<file path="src/rtl/clk_div_pkg.sv">
// clk_div_pkg
//   Shared definitions for the programmable clock divider:
//   - state_t   : divider FSM states (IDLE, RUN, DRAIN)
//   - MIN_DIV   : smallest divisor that can produce a square wave
//   - DEF_WIDTH : default divisor width in bits
package clk_div_pkg;

   typedef enum logic [1:0] {
      IDLE  = 2'd0,
      RUN   = 2'd1,
      DRAIN = 2'd2
   } state_t;

   localparam int MIN_DIV   = 2;
   localparam int DEF_WIDTH = 16;

endpackage

</file>
<file path="src/rtl/clk_div_counter.sv">
// clk_div_counter
//   Period counter for the divider. Counts 0..N-1 while active, wraps after
//   N-1, flags the last cycle of each period and registers the divided output.
// Ports:
//   clk_in     in   clock, state updates on the rising edge
//   rst_in     in   asynchronous active-high reset
//   active     in   FSM is in RUN or DRAIN this cycle
//   active_nxt in   FSM will be in RUN or DRAIN after this edge
//   div_cur    in   divisor N of the period in progress
//   div_nxt    in   divisor N in effect after this edge
//   tick       out  high on the last cycle of a period (cnt == N-1)
//   div_out    out  registered divided square wave
module clk_div_counter
   import clk_div_pkg::*;
#(
   parameter int WIDTH = DEF_WIDTH
) (
   input  logic             clk_in,
   input  logic             rst_in,
   input  logic             active,
   input  logic             active_nxt,
   input  logic [WIDTH-1:0] div_cur,
   input  logic [WIDTH-1:0] div_nxt,
   output logic             tick,
   output logic             div_out
);

   logic [WIDTH-1:0] cnt;
   logic [WIDTH-1:0] cnt_nxt;
   logic [WIDTH-1:0] high_nxt;

   assign tick = active && (cnt == div_cur - WIDTH'(1));

   // Counting restarts from 0 both on wrap and when leaving IDLE.
   always_comb begin
      cnt_nxt = '0;
      if (active_nxt && active && !tick) begin
         cnt_nxt = cnt + WIDTH'(1);
      end
   end

   // High phase length uses the divisor of the period being entered, so a
   // divisor switched at the period boundary shapes the new period only.
   assign high_nxt = div_nxt - (div_nxt >> 1);

   always_ff @(posedge clk_in or posedge rst_in) begin
      if (rst_in) begin
         cnt     <= '0;
         div_out <= 1'b0;
      end else begin
         cnt     <= cnt_nxt;
         div_out <= active_nxt && (cnt_nxt < high_nxt);
      end
   end

endmodule

</file>
<file path="src/rtl/prog_clk_div.sv">
// prog_clk_div
//   Programmable clock divider with a glitch-free registered output and a
//   divisor load port that only changes N on period boundaries.
// Ports:
//   clk_in      in   clock, all state updates on the rising edge
//   rst_in      in   asynchronous active-high reset
//   enable      in   level request for the divided clock to run
//   load_valid  in   new divisor offered on load_div
//   load_div    in   requested divisor N (values below 2 are clamped to 2)
//   load_ready  out  a new divisor can be accepted
//   div_out     out  registered divided square wave
//   tick        out  one-cycle pulse on the last cycle of each period
//   running     out  FSM in RUN or DRAIN
//   cur_div     out  divisor currently in effect
//   state_dbg   out  FSM state, for observation only
//
// Load handshake: a divisor transfers on a rising edge where load_valid and
// load_ready are both high. The source holds load_valid and load_div stable
// until that edge; load_valid while load_ready is low is ignored. In IDLE the
// value takes effect at once; while running it waits in a pending register
// (load_ready low) and is applied at the next period end. A transfer on the
// period-end cycle itself bypasses the pending register.
module prog_clk_div
   import clk_div_pkg::*;
#(
   parameter int WIDTH     = DEF_WIDTH,
   parameter int RESET_DIV = 4
) (
   input  logic             clk_in,
   input  logic             rst_in,
   input  logic             enable,
   input  logic             load_valid,
   input  logic [WIDTH-1:0] load_div,
   output logic             load_ready,
   output logic             div_out,
   output logic             tick,
   output logic             running,
   output logic [WIDTH-1:0] cur_div,
   output state_t           state_dbg
);

   localparam logic [WIDTH-1:0] RST_DIV =
      (RESET_DIV < MIN_DIV) ? WIDTH'(MIN_DIV) : WIDTH'(RESET_DIV);

   state_t           state;
   state_t           state_nxt;
   logic             pend_valid;
   logic [WIDTH-1:0] pend_div;
   logic [WIDTH-1:0] cur_div_nxt;
   logic [WIDTH-1:0] load_clamped;
   logic             accept;

   assign load_ready   = !pend_valid;
   assign accept       = load_valid && load_ready;
   assign load_clamped = (load_div < WIDTH'(MIN_DIV)) ? WIDTH'(MIN_DIV) : load_div;
   assign running      = (state != IDLE);
   assign state_dbg    = state;

   // DRAIN keeps counting so a dropped enable never truncates a period; a
   // re-asserted enable returns to RUN without restarting the count.
   always_comb begin
      state_nxt = state;
      case (state)
         IDLE:    if (enable) state_nxt = RUN;
         RUN:     if (!enable) state_nxt = DRAIN;
         DRAIN: begin
            if (enable)    state_nxt = RUN;
            else if (tick) state_nxt = IDLE;
         end
         default: state_nxt = IDLE;
      endcase
   end

   always_comb begin
      cur_div_nxt = cur_div;
      if (state == IDLE) begin
         if (accept) cur_div_nxt = load_clamped;
      end else if (tick) begin
         if (accept)          cur_div_nxt = load_clamped;
         else if (pend_valid) cur_div_nxt = pend_div;
      end
   end

   always_ff @(posedge clk_in or posedge rst_in) begin
      if (rst_in) begin
         state      <= IDLE;
         cur_div    <= RST_DIV;
         pend_valid <= 1'b0;
         pend_div   <= '0;
      end else begin
         state   <= state_nxt;
         cur_div <= cur_div_nxt;
         if ((state != IDLE) && accept && !tick) begin
            pend_valid <= 1'b1;
            pend_div   <= load_clamped;
         end else if (tick) begin
            pend_valid <= 1'b0;
         end
      end
   end

   clk_div_counter #(
      .WIDTH (WIDTH)
   ) u_counter (
      .clk_in     (clk_in),
      .rst_in     (rst_in),
      .active     (running),
      .active_nxt (state_nxt != IDLE),
      .div_cur    (cur_div),
      .div_nxt    (cur_div_nxt),
      .tick       (tick),
      .div_out    (div_out)
   );

endmodule
</file>
<file path="config.mk">
export PLATFORM = sky130hd
export DESIGN_NAME = prog_clk_div
export DESIGN_NICKNAME = d
export VERILOG_FILES = /design/src/rtl/clk_div_pkg.sv /design/src/rtl/clk_div_counter.sv /design/src/rtl/prog_clk_div.sv
export SDC_FILE = /design/constraint.sdc
export NUM_CORES = 1
export LEC_CHECK = 0
export ABC_CLOCK_PERIOD_IN_PS = 16450
export BUFFER_PORTS_ARGS = -buffer_cell sky130_fd_sc_hd__buf_2
export CORE_MARGIN = 3
export CORE_UTILIZATION = 50
export CTS_BUF_LIST = sky130_fd_sc_hd__clkbuf_2
export CTS_CLUSTER_SIZE = 8
export DETAILED_ROUTE_END_ITERATION = 7
export PLACE_DENSITY = 0.69
export SYNTH_ARGS = -nofsm -noshare
export SYNTH_HDL_FRONTEND = slang
export SYNTH_HIERARCHICAL = 1
export SYNTH_SLANG_ARGS = --single-unit
</file>
<file path="constraint.sdc">
create_clock -name clk_in -period 16.45 [get_ports clk_in]
set_input_delay 2.4675 -clock clk_in [delete_from_list [all_inputs] [get_ports clk_in]]
set_output_delay 2.4675 -clock clk_in [all_outputs]
set_load 0.02 [all_outputs]
</file>
# After elaboration in Yosys (flattened, before gate mapping)
# Index checks and enable logic that the tools add are counted.
dict set report word_totals {
  regBits 52
  in_bits 20
  wordCells 41
}
dict set report classes {
  addsub 3
  magnitude_cmp 2
  eq_ne 3
  n_mux 14
  n_reduce_logical 13
}
# operator n
set ops {}
lappend ops {{16-bit 2-to-1 mux} 7}
lappend ops {{16-bit by 1-bit adder with 16-bit output, second input constant} 1}
lappend ops {{16-bit equality test} 1}
lappend ops {{16-bit less-than comparator} 1}
lappend ops {{16-bit by 2-bit less-than comparator with 1-bit output, second input constant} 1}
lappend ops {{16-bit by 1-bit subtractor with 16-bit output, second input constant} 1}
lappend ops {{16-bit by 15-bit subtractor with 16-bit output} 1}
lappend ops {{2-bit 2-to-1 mux} 4}
lappend ops {{1-bit logical AND} 7}
lappend ops {{2-bit case mux with 3 select lines} 1}
lappend ops {{2-bit nonzero test} 3}
lappend ops {{2-bit by 1-bit equality test with 1-bit output, second input constant} 1}
lappend ops {{2-bit equality test, second input constant} 1}
lappend ops {{1-bit logical NOT} 2}
lappend ops {{2-bit logical NOT} 1}
lappend ops {{1-bit 2-to-1 mux} 2}

# Longest topological paths before layout
# Gate-level depths: netlist (run 1).
dict set report logic_depth {
  word_depth 12
  depth_mapped 30
  mapped_depth_nobuf 28
}

# Modules after synthesis
# Netlist (run 1), hierarchy kept.
# module n_inst cells_per_inst area_each_um2 seq_area_each_um2
set modules_own_cells {}
lappend modules_own_cells {clk_div_counter 1 310 2548.7 425.4}
lappend modules_own_cells {prog_clk_div 1 137 1640.3 877.1}

# Least setup slack after synthesis (run 1)
# OpenSTA, ideal clock, no wires.
dict set report synth_timing {
  path_kind {input to register}
  startpoint {input load_div[12]}
  endpoint {register u_counter.div_out}
  t_arrival_ns 6.173
  required_time_ns 16.385
  slack_ns 10.211
  cell_stages 19
  n_path_buf 0
  path_cell_list {nor4_1 -> nand4_1 -> nor2b_1 -> a221oi_1 -> ha_1 -> inv_1 -> fa_1 -> a211oi_1 -> o21a_1 -> o21ai_0 -> a21oi_1 -> xor2_1 -> ha_1 -> a21o_1 -> a21o_1 -> a21oi_1 -> o211ai_1 -> a2111oi_0 -> o21a_1}
}
dict set report synth_between {
  elab_chain_cells 8
  elab_cells_between_ends 9
}
# item line_no
set synth_lines {}
lappend synth_lines {{from (decl)} prog_clk_div.sv:33} ;# input logic [WIDTH-1:0] load_div,
lappend synth_lines {{16-bit by 2-bit less-than comparator with 1-bit output (*)} prog_clk_div.sv:55} ;# assign load_clamped = (load_div < WIDTH'(MIN_DIV)) ? WIDTH'(MIN_DIV) : load_div;
lappend synth_lines {{16-bit 2-to-1 mux (*)} prog_clk_div.sv:55}
lappend synth_lines {{16-bit 2-to-1 mux} prog_clk_div.sv:79} ;# if (accept) cur_div_nxt = load_clamped;
lappend synth_lines {{16-bit 2-to-1 mux} prog_clk_div.sv:78} ;# end else if (tick) begin
lappend synth_lines {{16-bit 2-to-1 mux (*)} prog_clk_div.sv:76} ;# if (state == IDLE) begin
lappend synth_lines {{via cur_div_nxt[1]} prog_clk_div.sv:49} ;# logic [WIDTH-1:0] cur_div_nxt;
lappend synth_lines {{16-bit by 15-bit subtractor with 16-bit output (*)} clk_div_counter.sv:44} ;# assign high_nxt = div_nxt - (div_nxt >> 1);
lappend synth_lines {{16-bit less-than comparator (*)} clk_div_counter.sv:52} ;# div_out <= active_nxt && (cnt_nxt < high_nxt);
lappend synth_lines {{1-bit logical AND (*)} clk_div_counter.sv:52}
lappend synth_lines {{to (signal assigned)} clk_div_counter.sv:52}
lappend synth_lines {{to (decl)} clk_div_counter.sv:25} ;# output logic div_out
# Mark *: on every way through the listed nets, which the timed path passes. The rest lies on a longest branch.
# A chain may end at the register's enable or synchronous reset.

# Final worst setup path (run 1)
dict set report layout_timing {
  startpoint {register cur_div[0]}
  endpoint {register u_counter.div_out}
}
dict set report layout_between {
  elab_cells_between_ends 19
}
# item line_no
set layout_lines {}
lappend layout_lines {{from (decl)} prog_clk_div.sv:38} ;# output logic [WIDTH-1:0] cur_div,
lappend layout_lines {{from (signal assigned)} prog_clk_div.sv:92} ;# cur_div <= cur_div_nxt;
lappend layout_lines {{16-bit by 1-bit subtractor with 16-bit output} clk_div_counter.sv:32} ;# assign tick = active && (cnt == div_cur - WIDTH'(1));
lappend layout_lines {{16-bit equality test} clk_div_counter.sv:32}
lappend layout_lines {{1-bit logical AND} clk_div_counter.sv:32}
lappend layout_lines {{16-bit 2-to-1 mux} prog_clk_div.sv:78}
lappend layout_lines {{16-bit 2-to-1 mux} prog_clk_div.sv:76}
lappend layout_lines {{via cur_div_nxt[1]} prog_clk_div.sv:49}
lappend layout_lines {{16-bit by 15-bit subtractor with 16-bit output} clk_div_counter.sv:44}
lappend layout_lines {{16-bit less-than comparator} clk_div_counter.sv:52}
lappend layout_lines {{1-bit logical AND} clk_div_counter.sv:52}
# The timed path passes the listed nets, and every way through them passes these cells.

==> flow_metrics.env, run 1 <==
export IMPL_drt_initial_drc_count=247
export IMPL_place_ws_ps=9597
export IMPL_slew_viol_final=0
export IMPL_synth_flop_cell="dfrtp_1"
export IMPL_synthTopCellsByArea="dfrtp_1, ha_1, xor2_1"
export IMPL_ctsRootBufferMaster="clkbuf_2"
export IMPL_min_from="pend_div[1]"
export IMPL_synth_distinct_cells=71
export IMPL_cts_setup_buffers=0
export IMPL_hpwl_um=8356
export IMPL_wl_per_cell_um=18.21
export IMPL_slew_headroom_pct=40.87
export IMPL_p_per_area_mw_per_mm2=154.9
export IMPL_die_h_um=97.53
export IMPL_clk_latency_ps=460
export IMPL_path_max_fanout=16
export IMPL_timing_final_ws_setup_ps=9487
export IMPL_min_path_type="flip-flop to flip-flop"
export IMPL_post_cts_resized=0
export IMPL_vias=3580
export IMPL_synthTopCellsByCount="dfrtp_1, ha_1, inv_1"
export IMPL_yosysMostFrequentCell="dfrtp_1"
export IMPL_track_usage_pct=23.32
export IMPL_p_leak_nw=1.999
export IMPL_synth_seq_cells=52
export IMPL_setup_viol=0
export IMPL_post_route_min_period_ps=6963
export IMPL_synth_top_area_cell="dfrtp_1"
export IMPL_hold_viol_final=0
export IMPL_timing_rr_end="u_counter/div_out"
export IMPL_worstHoldPathCells=2
export IMPL_fin_skew_ps=29.95
export IMPL_drc=0
export IMPL_hold_buffers=0
export IMPL_syn_area_mm2=0.004189
export IMPL_path_common_cell="ha_1"
export IMPL_critPathArrivalTime_ps=7390
export IMPL_dr_pass1_iters=4
export IMPL_cts_tree="yes"
export IMPL_synthArstFlopShare_pct=100.0
export IMPL_clock_sinks=52
export IMPL_finalPower_w=0.0006979
export IMPL_slowest_delay_ps=600
export IMPL_cts_made_buffers=5
export IMPL_grt_max_degree=36
export IMPL_tns_ps=0
export IMPL_reg2regPathDepth=25
export IMPL_place_congestion=0.9703
export IMPL_final_nets=535
export IMPL_grt_pass1_wl_um=18260
export IMPL_fin_crit_sh_pct=42.33
export IMPL_start_kind="flip-flop"
export IMPL_num_rows=32
export IMPL_h_tree_depth=2
export IMPL_clockBufferDepth=2
export IMPL_outcome="complete, no violations"
export IMPL_ys_warn_count=6
export IMPL_synth_edf_count=0
export IMPL_max_vdd_ir_drop_uv=86.73
export IMPL_dieWidth_um=97.53
export IMPL_io_buffer_count=41
export IMPL_fmax_ghz=0.1436
export IMPL_syn_to_final_growth_pct=7.557
export IMPL_core_mm2=0.007928
export IMPL_vias_per_cell=6.120
export IMPL_grt_pass1_vias=3556
export IMPL_final_area_mm2=0.004506
export IMPL_reg2reg_from="cur_div[0]"
export IMPL_start_util_pct=52.84
export IMPL_crit_path_end_kind="flip-flop"
export IMPL_wirelength_um=10650
export IMPL_crit_type="flip-flop to flip-flop"
export IMPL_min_to="pend_div[1]"
export IMPL_drtAntennaViolNets=0
export IMPL_syn_inst=447
export IMPL_placed_cell_area_mm2=0.004415
export IMPL_ys_seq_area_share_pct=31.09
export IMPL_rsz0062_at_grt="no"
export IMPL_synth_fp_nets=500
export IMPL_antennaDiodeCount=0
export IMPL_tightestPinTransition_ps=883.7
export IMPL_crit_slowest_cell="dfrtp_1"
export IMPL_synth_top_area_share_pct=30.47
export IMPL_critPathRequiredTime_ps=16880
export IMPL_rrSetupSlack_ps=9490
export IMPL_maxCapViolCount=0
export IMPL_ios=42
export IMPL_path_clk_slew_ps=280
export IMPL_syn_avg_cell_area_um2=9.371
export IMPL_die_area_mm2=0.009512
export IMPL_drive_gt1_share_pct=19.25
export IMPL_overflow=0
export IMPL_antenna_found_initial=0
[report_power, final]
| group | total (W) | switching (W) | internal (W) |
|---|---|---|---|
| sequential | 0.000180 | 0.0000299 | 0.000150 |
| combinational | 0.000434 | 0.000247 | 0.000187 |
| clock | 0.0000845 | 0.0000430 | 0.0000415 |
[placed cells by master, fill, tap and decap left out, drive strengths merged, types with 4 or more instances in the layout]
master and instances:
xor2 24, and3 6, nand2 25, mux2 15
a22oi 12, inv 30, nor2 26, nor2b 4
nand3 15, ha 32, and4 4, dfrtp 51
xnor2 19, or2 4, o21a 4, a21oi 21
nor4 10, o22ai 5, o2bb2ai 12, nor3 25
clkbuf 6, nor3b 5, buf 43, nand4 8
nand2b 6, o21ai 18
[worst max path at each step]
stage                        end  cells past startpoint  slack, ps          from
2_1_floorplan  u_counter/div_out                     19      10210  load_div[12]
3_3_place_gp   u_counter/div_out                     19       9710   load_div[9]
6_report       u_counter/div_out                     25       9490    cur_div[0]
4_1_cts        u_counter/div_out                     25       9560    cur_div[0]
3_5_place_dp   u_counter/div_out                     19       9600   load_div[9]
5_1_grt        u_counter/div_out                     25       8910    cur_div[0]
[cell families (layout without fill, tap and decap cells)]
| logic type | count (synthesis) | count (layout) | synth area share, % |
|---|---|---|---|
| buf+inv | 45 | 81 | 5.585 |
| compound gates | 107 | 107 | 17.95 |
| xor+xnor | 44 | 44 | 9.528 |
| simple gates | 150 | 150 | 21.09 |
| flops | 52 | 52 | 31.09 |
| mux | 16 | 16 | 4.719 |
| fa+ha+maj | 33 | 33 | 10.04 |
[state kept, by name, indices dropped and copies added (netlist names)]
register and count:
u_counter/div_out 1, u_counter/cnt 16, state_dbg 2, pend_div 16, pend_valid 1, cur_div 16
[worst max-delay path, delay by kind of cell (launching register included)]
family / cells / cell delay, ps
AND/OR/NAND/NOR: 7 / 1770
adder cells (fa/ha/maj): 4 / 1250
buffers and inverters: 2 / 180
AO/OA/AOI/OAI: 12 / 3120
flip-flops: 1 / 600
[stage by stage]
stage                     hold WS [ps]  cells  util (%)
after CTS                        522.4    585     56.83
after global placement           463.6    577     55.70
after floorplan                  441.2    447         -
after detailed placement         466.7    577     55.70
after global routing             570.6    585     56.83
final                            517.9    585     56.83
[layer usage]
layer / vias up / routed length (µm) / GRT usage (%)
met4: 0 / 118 / 5.431
li1: 1729 / - / -
met1: 1726 / 4849 / 33.59
met3: 13 / 674 / 3.087
met5: - / 0 / 0
met2: 112 / 5009 / 37.22
[final cells by class]
cell class	instances	area [µm²]
fillers	738	3422
repair buffers	43	220.2
clock inverters	2	60.06
clock buffers	6	30.03
inverters	30	112.6
multi-input cells	350	2653
well taps	102	127.6
flip-flops and latches	52	1303
Note: power is estimated with default switching activity, not from simulation.
==> inputs of run 2 (changes only) <==
Settings changed: ABC_CLOCK_PERIOD_IN_PS 16450 to 7250.
Clock period 16.45 ns to 7.25 ns, I/O delays scaled along.
==> flow_metrics.env, run 2 (synthesized netlist as in run 1, its figures left out) <==
export IMPL_power_internal_w=0.0007897
export IMPL_post_route_min_period_ps=6535
export IMPL_start_util_pct=52.84
export IMPL_whs_ps=547.3
export IMPL_die_h_um=97.53
export IMPL_p_leak_nw=1.983
export IMPL_die_area_mm2=0.009512
export IMPL_ios=42
export IMPL_clock_sinks=52
export IMPL_fin_crit_sh_pct=90.14
export IMPL_cts_made_buffers=5
export IMPL_final_nets=535
export IMPL_io_buffer_count=41
export IMPL_slowest_delay_ps=580
export IMPL_p_per_area_mw_per_mm2=337.4
export IMPL_start_kind="flip-flop"
export IMPL_min_path_type="flip-flop to flip-flop"
export IMPL_vias=3533
export IMPL_power_frac_seq_pct=27.4
export IMPL_clockBufferDepth=2
export IMPL_place_congestion=0.9276
export IMPL_critPathRequiredTime_ps=7670
export IMPL_overflow=0
export IMPL_slew_headroom_pct=43.02
export IMPL_drt_initial_drc_count=167
export IMPL_top_regs="cur_div: 16 flops, pend_div: 16 flops, u_counter/cnt: 16 flops"
export IMPL_p_clk_share_pct=9.3
export IMPL_crit_type="flip-flop to flip-flop"
export IMPL_dr_pass1_iters=5
export IMPL_grt_max_degree=36
export IMPL_path_clk_slew_ps=320
export IMPL_switchingPower_w=0.0007205
export IMPL_tns_ps=0
export IMPL_crit_slowest_cell="dfrtp_1"
export IMPL_rsz0062_at_grt="no"
export IMPL_fin_util_pct=56.46
export IMPL_fmax_ghz=0.1530
export IMPL_hold_viol_final=0
export IMPL_outcome="complete, no violations"
export IMPL_finalPower_w=0.001510
export IMPL_clk_latency_ps=460
export IMPL_final_common_cell="dfrtp_1"
export IMPL_critPathArrivalTime_ps=6960
export IMPL_crit_path_end_kind="flip-flop"
export IMPL_fin_skew_ps=22.36
export IMPL_instances_no_fill=585
export IMPL_num_rows=32
export IMPL_final_cell_mix="dfrtp_1, buf_2, ha_1"
export IMPL_track_usage_pct=22.95
export IMPL_drtAntennaViolNets=0
export IMPL_max_vdd_ir_drop_uv=189.9
export IMPL_core_mm2=0.007928
export IMPL_ctsRootBufferMaster="clkbuf_2"
export IMPL_hpwl_um=8507
export IMPL_maxCapViolCount=0
export IMPL_dp_cells=577
export IMPL_switching_share_pct=47.71
export IMPL_wirelength_um=10610
export IMPL_cts_tree="yes"
export IMPL_cp_cell_sequence="inv_1 > ha_1 > nor3b_1 > nand3_2 > a2111o_1 > o211ai_2 > and4_1 > o21ba_2 > nor2_1 > nor2_1 > a221oi_2 > ha_1 > inv_1 > fa_1 > a211oi_1 > o21a_1 > o211a_1 > o21ai_0 > and3_1 > a311oi_1 > ha_1 > o21a_1 > a2111oi_0 > o21a_1"
export IMPL_syn_to_final_growth_pct=6.840
export IMPL_drc=0
export IMPL_tightestPinTransition_ps=854.7
export IMPL_grt_pass1_vias=3527
export IMPL_grt_pass1_wl_um=17870
export IMPL_path_max_fanout=16
export IMPL_wl_per_cell_um=18.14
export IMPL_dieWidth_um=97.53
export IMPL_drive_gt1_share_pct=19.46
export IMPL_antennaDiodeCount=0
export IMPL_antenna_found_initial=0
export IMPL_slew_viol_final=0
export IMPL_h_tree_depth=2
export IMPL_comb_power_share_pct=63.4
export IMPL_cts_setup_buffers=0
export IMPL_setup_viol=0
export IMPL_vias_per_cell=6.039
==> run 2: changes by cell type in the layout (fill, tap and decap cells not counted), sizes merged <==
cell and delta:
clkbuf -1, inv +3, bufinv -2
==> run 2: through the flow <==
stage                     setup WS (ps)  area, µm²
after detailed placement          611.3       4415
after floorplan                    1165       4189
after CTS                         526.6       4469
final                             715.2       4476
after global placement            842.7       4415
after global routing              161.3       4476
==> run 2: power groups by stage <==
| stage | Combinational [W] | Sequential, W | Clock (W) |
|---|---|---|---|
| after floorplan | 0.000725 | 0.000420 | 0 |
| after global placement | 0.000929 | 0.000414 | 0 |
| after detailed placement | 0.000947 | 0.000416 | 0 |
| after CTS | 0.000952 | 0.000411 | 0.000143 |
| after global routing | 0.00109 | 0.000421 | 0.000156 |
| final | 0.000957 | 0.000413 | 0.000140 |
==> run 2: cell type report <==
| type | instances | area [µm²] |
|---|---|---|
| clock inverter | 3 | 28.78 |
| tap | 102 | 127.6 |
| timing repair buffer | 43 | 220.2 |
| clock buffer | 5 | 25.02 |
| multi-input combinational | 350 | 2659 |
| fill | 727 | 3452 |
| sequential | 52 | 1303 |
| inverter | 30 | 112.6 |
==> run 2: layer usage <==
metal  vias up  share of wire (%)  GRT usage, %
met5         -                  0             0
met4         0                1.1         5.964
met3        10                5.6         2.800
met2        86                 48         37.85
met1      1721                 45         31.95
li1       1716                  -             -
==> run 2: critical path, delay by kind of cell, from the launching register on <==
kind | cells | cell delay (ps)
AO/OA/AOI/OAI | 12 | 3090
adder cells (fa/ha/maj) | 4 | 1220
buffers and inverters | 2 | 150
flip-flops | 1 | 580
AND/OR/NAND/NOR | 6 | 1440
==> run 2: worst paths after layout <==
| kind | depth (start not counted) | slack (ps) | to | from |
|---|---|---|---|---|
| max in group asynchronous | 2 | 6170 | u_counter/cnt[5] | rst_in |
| setup / recovery | 24 | 720 | u_counter/div_out | cur_div[0] |
| setup reg to reg | 24 | 720 | u_counter/div_out | cur_div[0] |
| hold reg to reg | 2 | 550 | pend_div[0] | pend_div[0] |
| hold / removal | 2 | 550 | pend_div[0] | pend_div[0] |
| min in group asynchronous | 3 | 670 | state_dbg[1] | rst_in |
==> run 2: what timing repair did <==
action,4_1_cts,5_1_grt
endpoints found under the hold margin,0,0
hold buffers,0,0
setup endpoints to repair,0,1
gates resized for setup,0,1
